===== src/rtl/decode_pkg.sv =====
// Shared types and constants for the multi-lane decode stage.
package decode_pkg;

    localparam int unsigned INSTR_W = 16;

    localparam logic [3:0] OPC_NOP = 4'b0000;
    localparam logic [3:0] OPC_BR  = 4'b1100;

    // Instruction field positions
    localparam int unsigned OPC_MSB  = 15;
    localparam int unsigned OPC_LSB  = 12;
    localparam int unsigned IMM_BIT  = 11;
    localparam int unsigned RD_MSB   = 10;
    localparam int unsigned RD_LSB   = 8;
    localparam int unsigned RS1_MSB  = 7;
    localparam int unsigned RS1_LSB  = 5;
    localparam int unsigned RS2_MSB  = 4;
    localparam int unsigned RS2_LSB  = 2;
    localparam int unsigned IMM_MSB  = 4;
    localparam int unsigned IMM_LSB  = 0;

    // Lane record widths for the default core configuration
    localparam int unsigned LANE_DATA_W = 16;
    localparam int unsigned LANE_RAW    = 3;

    typedef struct packed {
        logic                   valid;
        logic [3:0]             opcode;
        logic [LANE_RAW-1:0]    rd;
        logic                   imm_flag;
        logic [LANE_DATA_W-1:0] op1;
        logic [LANE_DATA_W-1:0] op2;
        logic                   is_branch;
        logic [15:0]            target;
    } lane_t;

    typedef enum logic {
        ISSUE,
        SPLIT
    } state_e;

endpackage


===== src/rtl/decode_lane.sv =====
// Combinational decode of one lane: field extraction, operand select, branch target.
module decode_lane
    import decode_pkg::*;
#(
    parameter int unsigned DATA_W = 16,
    parameter int unsigned RAW    = 3,
    parameter logic [3:0]  BR_OPC = OPC_BR
) (
    input  logic [INSTR_W-1:0] instr_i,
    input  logic [15:0]        pc_i,
    input  logic [DATA_W-1:0]  rs1_data_i,
    input  logic [DATA_W-1:0]  rs2_data_i,
    output logic [3:0]         opcode_o,
    output logic [RAW-1:0]     rd_o,
    output logic [RAW-1:0]     rs1_o,
    output logic [RAW-1:0]     rs2_o,
    output logic               imm_flag_o,
    output logic               writes_rd_o,
    output logic               is_branch_o,
    output logic [DATA_W-1:0]  op1_o,
    output logic [DATA_W-1:0]  op2_o,
    output logic [15:0]        target_o
);

    logic [4:0] imm;

    // Field decode and operand/target formation
    always_comb begin
        imm         = instr_i[IMM_MSB:IMM_LSB];
        opcode_o    = instr_i[OPC_MSB:OPC_LSB];
        imm_flag_o  = instr_i[IMM_BIT];
        rd_o        = RAW'(instr_i[RD_MSB:RD_LSB]);
        rs1_o       = RAW'(instr_i[RS1_MSB:RS1_LSB]);
        rs2_o       = RAW'(instr_i[RS2_MSB:RS2_LSB]);
        is_branch_o = (opcode_o == BR_OPC);
        writes_rd_o = (opcode_o != OPC_NOP) && (opcode_o != BR_OPC);
        op1_o       = rs1_data_i;
        op2_o       = imm_flag_o ? DATA_W'(imm) : rs2_data_i;
        // Halfword-scaled signed offset, wraps modulo 2^16
        target_o    = pc_i + {{10{imm[4]}}, imm, 1'b0};
    end

endmodule


===== src/rtl/decode_stage_multi.sv =====
// Multi-lane decode stage: per-lane decode, intra-bundle RAW splitting, output register.
module decode_stage_multi
    import decode_pkg::*;
#(
    parameter int unsigned ISSUE_W = 2,
    parameter int unsigned DATA_W  = 16,
    parameter int unsigned NREG    = 8,
    parameter logic [3:0]  BR_OPC  = OPC_BR,
    localparam int unsigned RAW    = $clog2(NREG)
) (
    input  logic                          clk,
    input  logic                          reset_n,
    input  logic                          flush,
    input  logic                          in_valid,
    output logic                          in_ready,
    input  logic [INSTR_W*ISSUE_W-1:0]    in_instr,
    input  logic [15:0]                   in_pc,
    output logic [2*RAW*ISSUE_W-1:0]      rf_raddr,
    input  logic [2*DATA_W*ISSUE_W-1:0]   rf_rdata,
    output logic [ISSUE_W-1:0]            out_valid,
    input  logic                          out_ready,
    output logic [4*ISSUE_W-1:0]          out_opcode,
    output logic [RAW*ISSUE_W-1:0]        out_rd,
    output logic [ISSUE_W-1:0]            out_imm_flag,
    output logic [DATA_W*ISSUE_W-1:0]     out_op1,
    output logic [DATA_W*ISSUE_W-1:0]     out_op2,
    output logic [ISSUE_W-1:0]            out_is_branch,
    output logic [16*ISSUE_W-1:0]         out_branch_target
);

    state_e                         state_q, state_d;
    logic [INSTR_W*ISSUE_W-1:0]     hold_instr_q, hold_instr_d;
    logic [15:0]                    hold_pc_q, hold_pc_d;
    logic [ISSUE_W-1:0]             mask_q, mask_d;

    logic [INSTR_W*ISSUE_W-1:0]     src_instr;
    logic [15:0]                    src_pc;

    logic [ISSUE_W-1:0][3:0]        l_opcode;
    logic [ISSUE_W-1:0][RAW-1:0]    l_rd, l_rs1, l_rs2;
    logic [ISSUE_W-1:0]             l_imm, l_wr, l_br;
    logic [ISSUE_W-1:0][DATA_W-1:0] l_op1, l_op2;
    logic [ISSUE_W-1:0][15:0]       l_tgt;

    logic [ISSUE_W-1:0]             active, haz, emit, rem;
    logic                           cut_seen;
    logic                           slot_free, fire;

    logic [ISSUE_W-1:0]             valid_q, valid_d;
    logic [ISSUE_W-1:0][3:0]        opcode_q, opcode_d;
    logic [ISSUE_W-1:0][RAW-1:0]    rd_q, rd_d;
    logic [ISSUE_W-1:0]             imm_q, imm_d;
    logic [ISSUE_W-1:0][DATA_W-1:0] op1_q, op1_d, op2_q, op2_d;
    logic [ISSUE_W-1:0]             br_q, br_d;
    logic [ISSUE_W-1:0][15:0]       tgt_q, tgt_d;

    // While splitting, decode runs on the held bundle so the RF reads follow it
    assign src_instr = (state_q == SPLIT) ? hold_instr_q : in_instr;
    assign src_pc    = (state_q == SPLIT) ? hold_pc_q : in_pc;

    for (genvar k = 0; k < ISSUE_W; k++) begin : g_lane
        decode_lane #(
            .DATA_W (DATA_W),
            .RAW    (RAW),
            .BR_OPC (BR_OPC)
        ) u_lane (
            .instr_i     (src_instr[INSTR_W*k +: INSTR_W]),
            .pc_i        (src_pc + 16'(2 * k)),
            .rs1_data_i  (rf_rdata[2*DATA_W*k +: DATA_W]),
            .rs2_data_i  (rf_rdata[2*DATA_W*k + DATA_W +: DATA_W]),
            .opcode_o    (l_opcode[k]),
            .rd_o        (l_rd[k]),
            .rs1_o       (l_rs1[k]),
            .rs2_o       (l_rs2[k]),
            .imm_flag_o  (l_imm[k]),
            .writes_rd_o (l_wr[k]),
            .is_branch_o (l_br[k]),
            .op1_o       (l_op1[k]),
            .op2_o       (l_op2[k]),
            .target_o    (l_tgt[k])
        );
        assign rf_raddr[2*RAW*k +: 2*RAW] = {l_rs2[k], l_rs1[k]};
    end

    // Hazard matrix over the not-yet-emitted lanes; emit up to the first hazard
    always_comb begin
        active   = (state_q == SPLIT) ? mask_q : '1;
        haz      = '0;
        emit     = '0;
        rem      = '0;
        cut_seen = 1'b0;
        for (int j = 1; j < ISSUE_W; j++) begin
            for (int i = 0; i < j; i++) begin
                // Lanes already emitted are inactive, so they never cause a hazard here
                if (active[i] && l_wr[i] &&
                    ((l_rd[i] == l_rs1[j]) || (!l_imm[j] && (l_rd[i] == l_rs2[j])))) begin
                    haz[j] = 1'b1;
                end
            end
        end
        for (int j = 0; j < ISSUE_W; j++) begin
            if (active[j]) begin
                if (haz[j]) cut_seen = 1'b1;
                if (cut_seen) rem[j] = 1'b1;
                else          emit[j] = 1'b1;
            end
        end
    end

    assign slot_free = (valid_q == '0) || out_ready;
    assign in_ready  = (state_q == ISSUE) && slot_free && !flush;
    assign fire      = !flush && slot_free && ((state_q == ISSUE) ? in_valid : 1'b1);

    // FSM next state, hold register and remaining-lane mask
    always_comb begin
        state_d      = state_q;
        hold_instr_d = hold_instr_q;
        hold_pc_d    = hold_pc_q;
        mask_d       = mask_q;
        if (flush) begin
            state_d      = ISSUE;
            hold_instr_d = '0;
            hold_pc_d    = '0;
            mask_d       = '0;
        end else if (fire) begin
            if (rem != '0) begin
                state_d = SPLIT;
                mask_d  = rem;
                if (state_q == ISSUE) begin
                    hold_instr_d = in_instr;
                    hold_pc_d    = in_pc;
                end
            end else begin
                state_d      = ISSUE;
                mask_d       = '0;
                hold_instr_d = '0;
                hold_pc_d    = '0;
            end
        end
    end

    // Output register next state; lanes not emitted are zeroed
    always_comb begin
        valid_d  = valid_q;
        opcode_d = opcode_q;
        rd_d     = rd_q;
        imm_d    = imm_q;
        op1_d    = op1_q;
        op2_d    = op2_q;
        br_d     = br_q;
        tgt_d    = tgt_q;
        if (flush) begin
            valid_d = '0;
        end else if (slot_free) begin
            if (fire) begin
                valid_d = emit;
                for (int k = 0; k < ISSUE_W; k++) begin
                    opcode_d[k] = emit[k] ? l_opcode[k] : '0;
                    rd_d[k]     = emit[k] ? l_rd[k]     : '0;
                    imm_d[k]    = emit[k] ? l_imm[k]    : 1'b0;
                    op1_d[k]    = emit[k] ? l_op1[k]    : '0;
                    op2_d[k]    = emit[k] ? l_op2[k]    : '0;
                    br_d[k]     = emit[k] ? l_br[k]     : 1'b0;
                    tgt_d[k]    = emit[k] ? l_tgt[k]    : '0;
                end
            end else begin
                valid_d = '0;
            end
        end
    end

    // State, hold and mask registers
    always_ff @(posedge clk or negedge reset_n) begin
        if (!reset_n) begin
            state_q      <= ISSUE;
            hold_instr_q <= '0;
            hold_pc_q    <= '0;
            mask_q       <= '0;
        end else begin
            state_q      <= state_d;
            hold_instr_q <= hold_instr_d;
            hold_pc_q    <= hold_pc_d;
            mask_q       <= mask_d;
        end
    end

    // Output register toward issue
    always_ff @(posedge clk or negedge reset_n) begin
        if (!reset_n) begin
            valid_q  <= '0;
            opcode_q <= '0;
            rd_q     <= '0;
            imm_q    <= '0;
            op1_q    <= '0;
            op2_q    <= '0;
            br_q     <= '0;
            tgt_q    <= '0;
        end else begin
            valid_q  <= valid_d;
            opcode_q <= opcode_d;
            rd_q     <= rd_d;
            imm_q    <= imm_d;
            op1_q    <= op1_d;
            op2_q    <= op2_d;
            br_q     <= br_d;
            tgt_q    <= tgt_d;
        end
    end

    assign out_valid         = valid_q;
    assign out_opcode        = opcode_q;
    assign out_rd            = rd_q;
    assign out_imm_flag      = imm_q;
    assign out_op1           = op1_q;
    assign out_op2           = op2_q;
    assign out_is_branch     = br_q;
    assign out_branch_target = tgt_q;

endmodule


===== config.mk =====
export PLATFORM = sky130hd
export DESIGN_NAME = decode_stage_multi
export DESIGN_NICKNAME = d
export VERILOG_FILES = /design/src/rtl/decode_pkg.sv /design/src/rtl/decode_lane.sv /design/src/rtl/decode_stage_multi.sv
export SDC_FILE = /design/constraint.sdc
export NUM_CORES = 1
export LEC_CHECK = 0
export BUFFER_PORTS_ARGS = -buffer_cell sky130_fd_sc_hd__buf_2
export CAP_MARGIN = 20
export CORE_UTILIZATION = 45
export CTS_CLUSTER_DIAMETER = 50
export DETAILED_ROUTE_END_ITERATION = 10
export PLACE_DENSITY = 0.82
export SYNTH_ARGS = -nofsm -noshare
export SYNTH_HDL_FRONTEND = slang
export SYNTH_SLANG_ARGS = --single-unit

===== constraint.sdc =====
create_clock -name clk -period 11.59 [get_ports clk]
set_input_delay 1.159 -clock clk [delete_from_list [all_inputs] [get_ports clk]]
set_output_delay 1.159 -clock clk [all_outputs]
set_load 0.005 [all_outputs]

* Yosys cells after proc, flatten, opt, wreduce, memory -nomap -nowiden
Cells that the tools add are included.
** Storage, ports and cells
- Register bits :: 167
- Input bits :: 117
- Output and inout port bits :: 129
- Word-level logic and storage cells :: 87
** Cells by class
- Add/sub/neg operators :: 3
- Equal/unequal tests :: 5
- Mux-type cells :: 43
- Bitwise operators :: 2
- Reduce and logical (&&, ||, !) cells :: 17
** Operators with widths (count)
- 16-bit 2-to-1 mux :: 12
- 32-bit 2-to-1 mux :: 4
- 16-bit adder :: 2
- 16-bit by 2-bit adder with 16-bit output, second input constant :: 1
- 1-bit 2-to-1 mux :: 16
- 2-bit 2-to-1 mux :: 7
- 4-bit == test, second input constant :: 2
- 1-bit logical AND :: 8
- 4-bit 2-to-1 mux :: 2
- 3-bit == test :: 2
- 3-bit 2-to-1 mux :: 2
- 4-bit != test, second input constant :: 1
- 2-bit nonzero test :: 2
- 4-bit nonzero test :: 1
- 3-bit AND reduction :: 1
- 1-bit zero test :: 2
- 2-bit zero test :: 1
- 1-bit logical OR :: 2
- 1-bit inverter :: 2

* Logic depth before layout (Yosys ltp)
Gate-level depths: netlist of run 1.
- Depth after elaboration :: 13
- Mapped depth :: 16
- Gate-level depth less buffers :: 12

* Modules after synthesis
Synthesis of run 1 repeated with hierarchy kept, for this count alone.
** Second synthesis, totals
- Cell total of the unflattened synthesis :: 1009
- Area total of the unflattened synthesis :: 9589.2 µm²
** By module, submodules not included
- decode_stage_multi :: times used 1, cells each 739, area an instance 7527.2 µm², sequential area each 4129.0 µm²
- decode_lane at g_lane[1].u_lane :: times used 1, cells each 139, area an instance 1059.8 µm², sequential area each 0.0 µm²
- decode_lane at g_lane[0].u_lane :: times used 1, cells each 131, area an instance 1002.2 µm², sequential area each 0.0 µm²

* Worst setup path before layout of run 1
No wires, ideal clock.
- Path type :: reg2reg
- Start :: register, netlist name mask_q[1]
- End :: register tgt_q, in the netlist out_branch_target[15]
- Data arrival time :: 3608 ps
- Setup slack :: 7861 ps
- Stages on the path, launching flop included :: 15
- Path buffers :: 4
- Period minus slack after synthesis :: 3729 ps
- Cells stage by stage :: dfrtp_1 > buf_6 > buf_2 > buf_1 > buf_2 > mux2i_1 > inv_1 > ha_1 > fa_1 > a211oi_1 > o21ai_0 > a311oi_1 > o21ai_0 > xnor2_1 > a22o_1
** RTL lines
- end signal, assigned :: RTL line decode_stage_multi.sv:206 : tgt_q <= tgt_d;
- end, declared :: RTL line decode_stage_multi.sv:55 : logic [ISSUE_W-1:0][15:0] tgt_q, tgt_d;

* Worst setup path after layout of run 1
- Start :: register mask_q[1]
- End :: register tgt_q, in the netlist out_branch_target[28]
** On the way
- Word-level cells in the longest chain between the ends :: 3
** RTL lines
- start, declared :: RTL line decode_stage_multi.sv:34 : logic [ISSUE_W-1:0] mask_q, mask_d;
- start signal, assigned :: RTL line decode_stage_multi.sv:183 : mask_q <= mask_d;
- 2-bit 2-to-1 mux :: RTL line decode_stage_multi.sv:87 : active = (state_q == SPLIT) ? mask_q : '1;
- 1-bit 2-to-1 mux :: RTL line decode_stage_multi.sv:102 : if (active[j]) begin
- 16-bit 2-to-1 mux :: RTL line decode_stage_multi.sv:164 : tgt_d[k] = emit[k] ? l_tgt[k] : '0;
No other way between the ends.
A chain may end at the register's enable or synchronous reset.

==> results of run 1 <==
## critical path, stage by stage, from the launching register on
cell and delay, ps:
dfrtp_2 710, buf_4 540, mux2i_1 530, inv_1 340
ha_1 390, ha_1 350, o21a_1 200, o31a_1 140
o31ai_1 350, and2_1 250, o211ai_1 110, a22o_1 220
## worst paths after layout
| path | startpoint | to | slack [ps] | depth (start not counted) |
|---|---|---|---|---|
| max in group asynchronous | reset_n | mask_q[1]$_DFFE_PN0P_ | 9270 | 2 |
| max reg2reg | mask_q[1]$_DFFE_PN0P_ | out_branch_target[28]$_DFFE_PN0P_ | 7320 | 11 |
| min | out_is_branch[0]$_DFFE_PN0P_ | out_is_branch[0]$_DFFE_PN0P_ | 470 | 2 |
| max | mask_q[1]$_DFFE_PN0P_ | out_branch_target[28]$_DFFE_PN0P_ | 7320 | 11 |
| min reg2reg | out_is_branch[0]$_DFFE_PN0P_ | out_is_branch[0]$_DFFE_PN0P_ | 470 | 2 |
| min in group asynchronous | reset_n | out_branch_target[27]$_DFFE_PN0P_ | 810 | 1 |
## metrics by stage
step	instance area [µm²]	instances	power, W	worst slack, ps
floorplan	7934	728	0.0009770	7861
global placement	9319	1160	0.001173	7482
detailed placement	9326	1161	0.001189	7361
CTS	9996	1193	0.001835	7314
global route	10020	1194	0.001916	6999
finish	10020	1194	0.001827	7324
## area by class of cell
cell class	count	area share [%]
Clock buffer	17	4.244
Clock inverter	15	2.434
Inverter	23	0.8613
Multi-Input combinational cell	499	36.28
Sequential cell	161	40.21
Tap cell	225	2.809
Timing Repair Buffer	254	13.17
## logic make-up (layout without fill, tap and decap cells)
family / after synthesis / after routing / share of synthesized area, %
muxes: 42 / 42 / 5.551
AOI/OAI and AO/OA: 237 / 237 / 21.34
DFF: 161 / 161 / 50.78
and+or+nand+nor: 147 / 147 / 8.311
xor gates and xnor gates: 30 / 30 / 3.312
buffers and inverters: 68 / 309 / 3.738
adders and majority gates: 43 / 43 / 6.971
## routing by layer
| layer | global-route usage, % | up-vias | wire length (µm) |
|---|---|---|---|
| li1 | - | 3118 | - |
| met2 | 39.78 | 219 | 10930 |
| met1 | 32.98 | 3280 | 10010 |
| met3 | 5.405 | 29 | 1246 |
| met5 | 0 | - | 0 |
| met4 | 7.615 | 0 | 344 |
## power groups by stage
stage               clock, W  sequential, W  combinational, W
global placement           0       0.000734          0.000440
floorplan                  0       0.000738          0.000239
finish              0.000643       0.000729          0.000455
CTS                 0.000651       0.000729          0.000456
detailed placement         0       0.000738          0.000451
global route        0.000674       0.000740          0.000502
## placed cells by master, fill, tap and decap left out, types with 5 or more instances in the layout
master	instances
xor2_1	12
and3_1	5
xnor2_1	18
nor2b_1	5
dfrtp_1	160
bufinv_16	5
nand2b_1	5
o21ai_0	69
buf_2	244
nand2_1	72
nor2_1	26
a21oi_1	27
mux2i_1	25
mux2_2	16
a32o_1	12
o21bai_1	5
nor3_1	7
inv_1	23
a22o_1	84
a21o_1	7
clkbuf_16	17
nand3_1	9
ha_1	41
buf_4	8
## flip-flops by register name, indices dropped and copies added, names as in the netlist
register / count
out_op1: 32
hold_pc_q: 16
out_is_branch: 2
mask_q: 1
out_branch_target: 32
out_opcode: 8
hold_instr_q: 28
out_rd: 6
out_valid: 2
out_op2: 32
out_imm_flag: 2
==> results by group, run 1 <==
Logic synthesis
  • Synth cell types: 50
  • Post-Synthesis Cell Area: 0.007934 mm²
  • Yosys reg bits: about 160
  • Top cell type's share of synthesized area: 50.78%
  • Register area share after synthesis: between 50% and 60%
  • Largest cells by area after synthesis: dfrtp_1 (51%), a22o_1 (9.3%), ha_1 (6.5%)
  • Post-Syn Instances: 728
  • Warnings, synthesis: 0
  • Most used DFF post-synth: dfrtp_1
  • Avg Cell Area, Syn: 10.90 µm²
  • Mapped Nets: 888
  • Cell taking the most area after synthesis: dfrtp_1
  • Fraction of registers with async set/reset: 100.0%
  • Most frequent cell after synthesis: dfrtp_1
  • Post-synth top cells: dfrtp_1 (161), a22o_1 (84), nand2_1 (72)
  • EDFF count, synth: 0

Timing
  • Minimum clock period: ~4300 ps
  • Setup_tns: 0 ps
  • Hold_ws: roughly 470 ps
  • Endpoints failing hold: 0
  • Period utilisation layout: 36.80%
  • Relative slew margins: 25.45%
  • Max-slew violation count: 0
  • Final setup vio count: 0
  • Worst Tran Pin Value: 1113 ps
  • Skew final: 9.048 ps
  • RSZ-0062 raised after global routing: false
  • Fmax: 234.4 MHz

Drt
  • Initial drt markers: 409
  • Post-Route WL: 22.54 mm
  • DR WL/cell: 18.88 µm
  • ANT nets after route: 0
  • Pre-antenna DRT Iters: 5
  • DRC viols: 0
  • DR vias/cell: around 5.6
  • Via count: 6,646

Floorplan
  • Die footprint: 0.01817 mm²
  • Rows: 48
  • Die width: around 130 µm
  • Ports: ~250
  • CORE AREA: 0.01724 mm²
  • Die height: between 100 and 150 µm
  • Initial Utilization: 46.03%

Power and ir drop
  • Cell area power density: 182.3 mW/mm²
  • Clk pwr share: 35.2%
  • Sw Share: 30.33%
  • Comb power frac: 24.9%
  • P_int: 0.001273 W
  • Sw Pwr: 0.0005541 W
  • Flop pwr share: 39.9%
  • Lkg Pwr: 5.075 nW
  • Worst vdd ir: 0.0001070 V

Worst setup path
  • WP data arrival: 4580 ps
  • Crit. End Element: register
  • Crit Path Category: reg2reg
  • Critical path startpoint category: register
  • Crit-path max FO: 39
  • CP required: 11,910 ps

Cells and area
  • Diodes inserted: 0
  • Share of layout cells above drive strength 1: 32.20%
  • Final-layout fill cell count: 1,458
  • Area of the multi-input gates: 0.003636 mm²
  • Register Area: 0.004030 mm²
  • Net count reported at finish: approximately 1,100
  • Area grow syn2layout: 26.34%
  • Post-layout util: roughly three fifths

Clock network
  • CTS-repair resized insts: 0
  • H-tree Lvls: 4
  • Num CTS Buffers: 17
  • Post-CTS setup buffer count: 0
  • Clock latency on the worst-skew pair: 420 ps
  • Clock sink count: 161
  • CTS Root Cell: clkbuf_16
  • Clock Tree Buf Depth: 2
  • CTS clk-pin slew, worst paths: 70 ps
  • Cts hold-fix bufs: 0
  • CTS tree: built

Flow run
  • Max cap viols: 0

GRT
  • Largest net degree at the start of global routing: 90
  • Total grt overflow: 0
  • Initial antenna violation count: 0
  • GRT Overall Usage: 24.61%
  • Vias in the first global route: 6,419
  • First-pass GRT wire length: 34.31 mm

Placed design
  • Port Buffers: 245
  • GP Congestion: ~0.84
  • DPL Wire Length: 16.11 mm

Hold path
  • Hold WC Path Type: reg2reg

Run status
  • Outcome: finished, final reports clean
Power figures use the tool's default switching activity.
==> run 2: changes to the inputs <==
clock period = 4.45 ns   (was 11.59 ns; I/O delays follow)
==> run 2 against run 1 <==
- clock power grew 130%
- sequential power grew to 2.6 times the previous value
- hold slack lost 450 ps
- power rose by 150%
- global-route usage barely moved
- sequential share of layout area rose by 0.24 points
- clock skew rose by 0.58 ps
- core utilization decreased by 0.35 points
- fmax rose by 16%
- wire length fell by 1.6%
- non-clock buffer count rose by 5
- critical path type unchanged
- critical endpoint is now out_branch_target[30]$_DFFE_PN0P_
- highest routed layer unchanged
==> results by group, run 2 (same netlist as run 1, synthesis figures left out) <==
Run status
  • Outcome: finished, final reports clean

Cells and area
  • Area of all placed cells without fillers: 0.009963 mm²
  • Net count reported at finish: 1,121
  • Area grow syn2layout: 25.58%
  • Commonest non-fill, non-tap cell in the layout: buf_2
  • Share of layout cells above drive strength 1: 32.55%
  • Post-layout util: 57.80%
  • Most frequent cells in the layout: buf_2 (244), dfrtp_1 (160), a22o_1 (84)
  • Diodes inserted: 0

Worst setup path
  • CP required: 4790 ps
  • Worst flop-to-flop path startpoint: mask_q[1]$_DFFE_PN0P_
  • Crit. End Element: register
  • R2R Setup Slk: 780 ps
  • Crit path from: mask_q[1]$_DFFE_PN0P_
  • Critical path startpoint category: register
  • Crit Path Category: reg2reg
  • Crit-path max FO: 19
  • WP data arrival: between 4000 and 5000 ps

Clock network
  • Num CTS Buffers: 17
  • Post-CTS setup buffer count: 0
  • CTS tree: built
  • CTS clk-pin slew, worst paths: 70 ps
  • H-tree Lvls: 4
  • Cts hold-fix bufs: 0
  • Clock sink count: 161
  • Clock latency on the worst-skew pair: 430 ps
  • CTS Root Cell: clkbuf_16
  • CTS-repair resized insts: 0
  • Clock Tree Buf Depth: 2

Timing
  • Final worst setup slack: 779.1 ps
  • Fmax: 272.4 MHz
  • Worst Tran Pin Value: 1043 ps
  • Final setup vio count: 0
  • Relative slew margins: 30.29%
  • Endpoints failing hold: 0
  • Max-slew violation count: 0
  • Skew final: 9.623 ps
  • Setup_tns: 0 ps
  • Minimum clock period: 3671 ps
  • RSZ-0062 raised after global routing: false
  • Period utilisation layout: between 80 and 90%

Placed design
  • Port Buffers: 245
  • DPL Wire Length: 16.12 mm
  • Placed cell areas: 0.009364 mm²
  • GP Congestion: 0.8706
  • Post-placement worst setup slack: approximately 800 ps

Floorplan
  • Initial Utilization: 46.03%
  • Die height: 134.8 µm
  • Ports: 246
  • Die width: ~130 µm
  • Die footprint: 0.01817 mm²
  • CORE AREA: around 0.017 mm²
  • Rows: 48

GRT
  • Vias in the first global route: approximately 6,400
  • GRT Overall Usage: 24.61%
  • Initial antenna violation count: 0
  • First-pass GRT wire length: 34.32 mm
  • Total grt overflow: 0
  • Largest net degree at the start of global routing: 68

Drt
  • Met2 WL post-DR: roughly 11 mm
  • DR WL/cell: 18.49 µm
  • Met1 wire length: a little under 10 mm
  • Met3 WL post-DR: 1.193 mm
  • Initial drt markers: 358
  • DRC viols: 0
  • Via count: 6,709
  • Pre-antenna DRT Iters: 5
  • Post-Route WL: 22.17 mm
  • DR vias/cell: 5.595
  • ANT nets after route: 0
  • Top sig layer: met4

Power and ir drop
  • Clk pwr share: 32.5%
  • Comb power frac: 25.9%
  • Sw Share: 31.61%
  • P_int: between 0.003 and 0.004 W
  • Lkg Pwr: between 5 and 6 nW
  • Worst vdd ir: 0.0002800 V
  • Sw Pwr: between 0.001 and 0.0015 W
  • Cell area power density: ~460 mW/mm²
  • Flop pwr share: roughly two fifths

Flow run
  • Max cap viols: 0

Hold path
  • Hold WC Path Type: in2async
[run 2: cell types whose count changed in the layout (fill, tap and decap cells not counted)]
cell	delta
buf_16	-1
inv_8	-1
clkbuf_8	+2
inv_6	+3
buf_4	+6
bufinv_16	-4
[run 2: path summary, 6_finish.rpt]
| check | endpoint | cells past startpoint |
|---|---|---|
| worst min register to register | out_is_branch[0]$_DFFE_PN0P_ | 2 |
| worst max register to register | out_branch_target[30]$_DFFE_PN0P_ | 12 |
| worst max-delay path | out_branch_target[30]$_DFFE_PN0P_ | 12 |
| max in group asynchronous | out_opcode[0]$_DFFE_PN0P_ | 2 |
| min in group clk | out_op1[2]$_DFFE_PN0P_ | 2 |
| worst min-delay path | out_branch_target[27]$_DFFE_PN0P_ | 1 |
[run 2: layout make-up]
class	count	area, µm²
Clock buffer	19	452.9
Inverter	23	86.33
Tap cell	225	281.5
Multi-Input combinational cell	499	3636
Clock inverter	13	138.9
Fill cell	1484	7273
Sequential cell	161	4030
Timing Repair Buffer	259	1338
[run 2: worst max-delay path: stages (launching register included)]
cell	delay (ps)
dfrtp_2	690
buf_4	360
mux2_2	420
ha_1	290
ha_1	190
inv_1	70
fa_1	400
nor2b_1	170
o31a_1	180
o31ai_1	120
a2111oi_0	450
a311oi_1	80
o21ai_0	170
[run 2: metrics by stage]
stage                     hold slack, ps  cells  total power, W
after floorplan                    149.4    728        0.002545
after global placement             448.9   1166        0.003065
after detailed placement           458.9   1166        0.003099
after CTS                          22.52   1198        0.004593
after global routing               54.45   1199        0.004793
final                              16.06   1199        0.004562
[run 2: power by group through the flow]
stage / Combinational [W] / Sequential, W / Clock [W]
2_1_floorplan: 0.000624 / 0.00192 / 0
6_report: 0.00118 / 0.00190 / 0.00148
4_1_cts: 0.00119 / 0.00190 / 0.00151
3_5_place_dp: 0.00118 / 0.00192 / 0
5_1_grt: 0.00131 / 0.00192 / 0.00156
3_3_place_gp: 0.00115 / 0.00191 / 0
[run 2: routing by layer]
layer  vias up  track usage, %
met5         -               0
met4         0           7.928
met3        36           5.781
met2       217           39.26
met1      3326           33.10
li1       3130               -
==> run 3: changes to the inputs <==
PLACE_DENSITY = 0.84   (was 0.82)
clock period = 3.28 ns   (was 4.45 ns; I/O delays follow)
==> run 3 against run 2 <==
- count of clock-buffer cells in the layout decreased by 2
- global-route usage up 0.64 points
- largest cell class unchanged
- die area unchanged
- setup slack lost 680 ps
- combinational power up 43%
==> results by group, run 3 (same netlist as run 1, synthesis figures left out) <==
Timing
  • Relative slew margins: a little under half
  • Final setup vio count: 0
  • Max-slew violation count: 0
  • Period utilisation layout: 97.08%
  • RSZ-0062 raised after global routing: true
  • Endpoints failing hold: 0
  • Skew final: around 12 ps
  • Worst Tran Pin Value: 816.4 ps
  • Fmax: 314.1 MHz
  • Minimum clock period: 3184 ps

Floorplan
  • Die footprint: 0.01817 mm²
  • Die height: 134.8 µm
  • Initial Utilization: 46.03%
  • Ports: about 250
  • Rows: 48
  • Die width: 134.8 µm
  • CORE AREA: approximately 0.017 mm²

Drt
  • Post-Route WL: 23.05 mm
  • Via count: 6,747
  • DR WL/cell: 18.87 µm
  • DR vias/cell: roughly 5.5
  • ANT nets after route: 0
  • DRC viols: 0
  • Initial drt markers: 350
  • Pre-antenna DRT Iters: 5

Placed design
  • DPL Wire Length: 16.79 mm
  • Post-Place Cells: approximately 1,200
  • Port Buffers: roughly 250
  • GP Congestion: about 0.9
  • Placed cell areas: 0.009509 mm²

Cells and area
  • Non-filler cells, final: 1,221
  • Most frequent cells in the layout: buf_2 (244), dfrtp_1 (160), a22o_1 (84)
  • Diodes inserted: 0
  • Share of layout cells above drive strength 1: a little over a third
  • Area of all placed cells without fillers: 0.01028 mm²
  • Final-layout fill cell count: between 1,000 and 1,500
  • Area grow syn2layout: 29.57%
  • Net count reported at finish: 1,143
  • Commonest non-fill, non-tap cell in the layout: buf_2

GRT
  • First-pass GRT wire length: 35.04 mm
  • Vias in the first global route: 6,501
  • Largest net degree at the start of global routing: 84
  • Initial antenna violation count: 0
  • GRT Overall Usage: 25.25%
  • Total grt overflow: 0

Worst setup path
  • CP Cell Sequence: buf_12 > buf_4 > mux2i_1 > inv_2 > buf_4 > ha_1 > ha_1 > a21oi_1 > o211ai_1 > o22a_1 > xnor2_1 > a22o_1
  • Crit Path Category: reg2reg
  • Crit-path max FO: 7
  • FF-to-FF path depth: 12
  • CP required: roughly 3600 ps
  • Max incr delay on CP: approximately 500 ps
  • Delay-heaviest family, CP: compound AO/OA/AOI/OAI gates
  • R2R Setup Slk: 100 ps
  • Crit path from: mask_q[1]$_DFFE_PN0P_
  • Worst flop-to-flop path startpoint: mask_q[1]$_DFFE_PN0P_
  • Critical path startpoint category: register
  • Bufs and invs on worst path: 4
  • WP data arrival: about 3500 ps
  • Endpoint of the worst-slack reg-to-reg timing path: out_branch_target[31]$_DFFE_PN0P_
  • Critical path's slowest cell: dfrtp_4
  • Crit. End Element: register

Power and ir drop
  • Worst vdd ir: 0.0004499 V
  • Lkg Pwr: 5.202 nW
  • Power consumption: between 0.006 and 0.007 W
  • Cell area power density: about 620 mW/mm²

Clock network
  • Num CTS Buffers: 17
  • CTS tree: built
  • H-tree Lvls: 4
  • CTS clk-pin slew, worst paths: roughly 70 ps
  • Clock latency on the worst-skew pair: 430 ps
  • Clock Tree Buf Depth: 2
  • Clock sink count: ~160
  • CTS Root Cell: clkbuf_16

Hold path
  • Worst Hold Path EP: out_op1[28]$_DFFE_PN0P_
  • Hold path depth: 2
  • Hold WC Path Type: in2reg
  • HP Start: rf_rdata[44]

Flow run
  • Max cap viols: 0

Run status
  • Outcome: finished, final reports clean
## run 3: cell count changes in the layout (fill, tap and decap cells not counted), sizes merged
cell | previous run | this run
bufinv | 1 | 3
clkinvlp | 1 | 3
buf | 259 | 280
clkinv | 2 | 3
clkbuf | 19 | 17
dlygate4sd3 | 0 | 1
inv | 32 | 29
## run 3: layout make-up
class                           count  area [µm²]  share of cell area (%)
Inverter                           23       86.33                  0.8398
Clock buffer                       17       425.4                   4.138
Clock inverter                     15       196.4                   1.911
Tap cell                          225       281.5                   2.739
Sequential cell                   161        4033                   39.23
Timing Repair Buffer              281        1543                   15.01
Multi-Input combinational cell    499        3715                   36.14
## run 3: metrics by stage
stage	setup TNS (ps)	hold slack, ps	utilization (%)	worst slack [ps]
3_3_place_gp	0	439.5	55.17	169.8
4_1_cts	0	97.41	58.83	20.08
6_report	0	111.5	59.64	95.81
3_5_place_dp	0	446.1	55.17	43.19
2_1_floorplan	0	32.41	-	32.74
5_1_grt	-113.3	91.42	59.64	-80.14
## run 3: worst max path at each step
stage	slack, ps	cells after the start	to
2_1_floorplan	30	14	out_branch_target[15]$_DFFE_PN0P_
3_3_place_gp	170	12	out_branch_target[30]$_DFFE_PN0P_
3_5_place_dp	40	12	out_branch_target[30]$_DFFE_PN0P_
4_1_cts	20	12	out_branch_target[30]$_DFFE_PN0P_
5_1_grt	-80	13	out_branch_target[24]$_DFFE_PN0P_
6_report	100	12	out_branch_target[31]$_DFFE_PN0P_
## run 3: layer usage
metal | vias to the layer above | wire [µm] | GRT usage [%]
met2 | 211 | 11260 | 40.95
met3 | 27 | 1369 | 6.344
met5 | - | 0 | 0
met1 | 3329 | 9986 | 33.58
met4 | 0 | 426 | 6.929
li1 | 3180 | - | -
## run 3: report_power, final
part	switching, W	internal [W]	total (W)
Combinational	0.000880	0.000810	0.00169
Sequential	0.000207	0.00235	0.00256
Clock	0.000877	0.00122	0.00210
Total	0.00196	0.00439	0.00635
## run 3: what timing repair did
item                                   in CTS  in global routing
hold buffers                                1                  0
endpoints found under the hold margin      15                  0
buffers inserted                            0                  8
setup endpoints to repair                   0                 31
gates resized for setup                     0                 17
## run 3: worst reg2reg max path: cells and delay by family (launching register included)
kind                       cells  cell delay, ps
muxes                          1             200
DFF                            1             490
xor gates and xnor gates       1             140
adders and majority gates      2             680
AOI/OAI and AO/OA              4             960
buffers and inverters          4             590
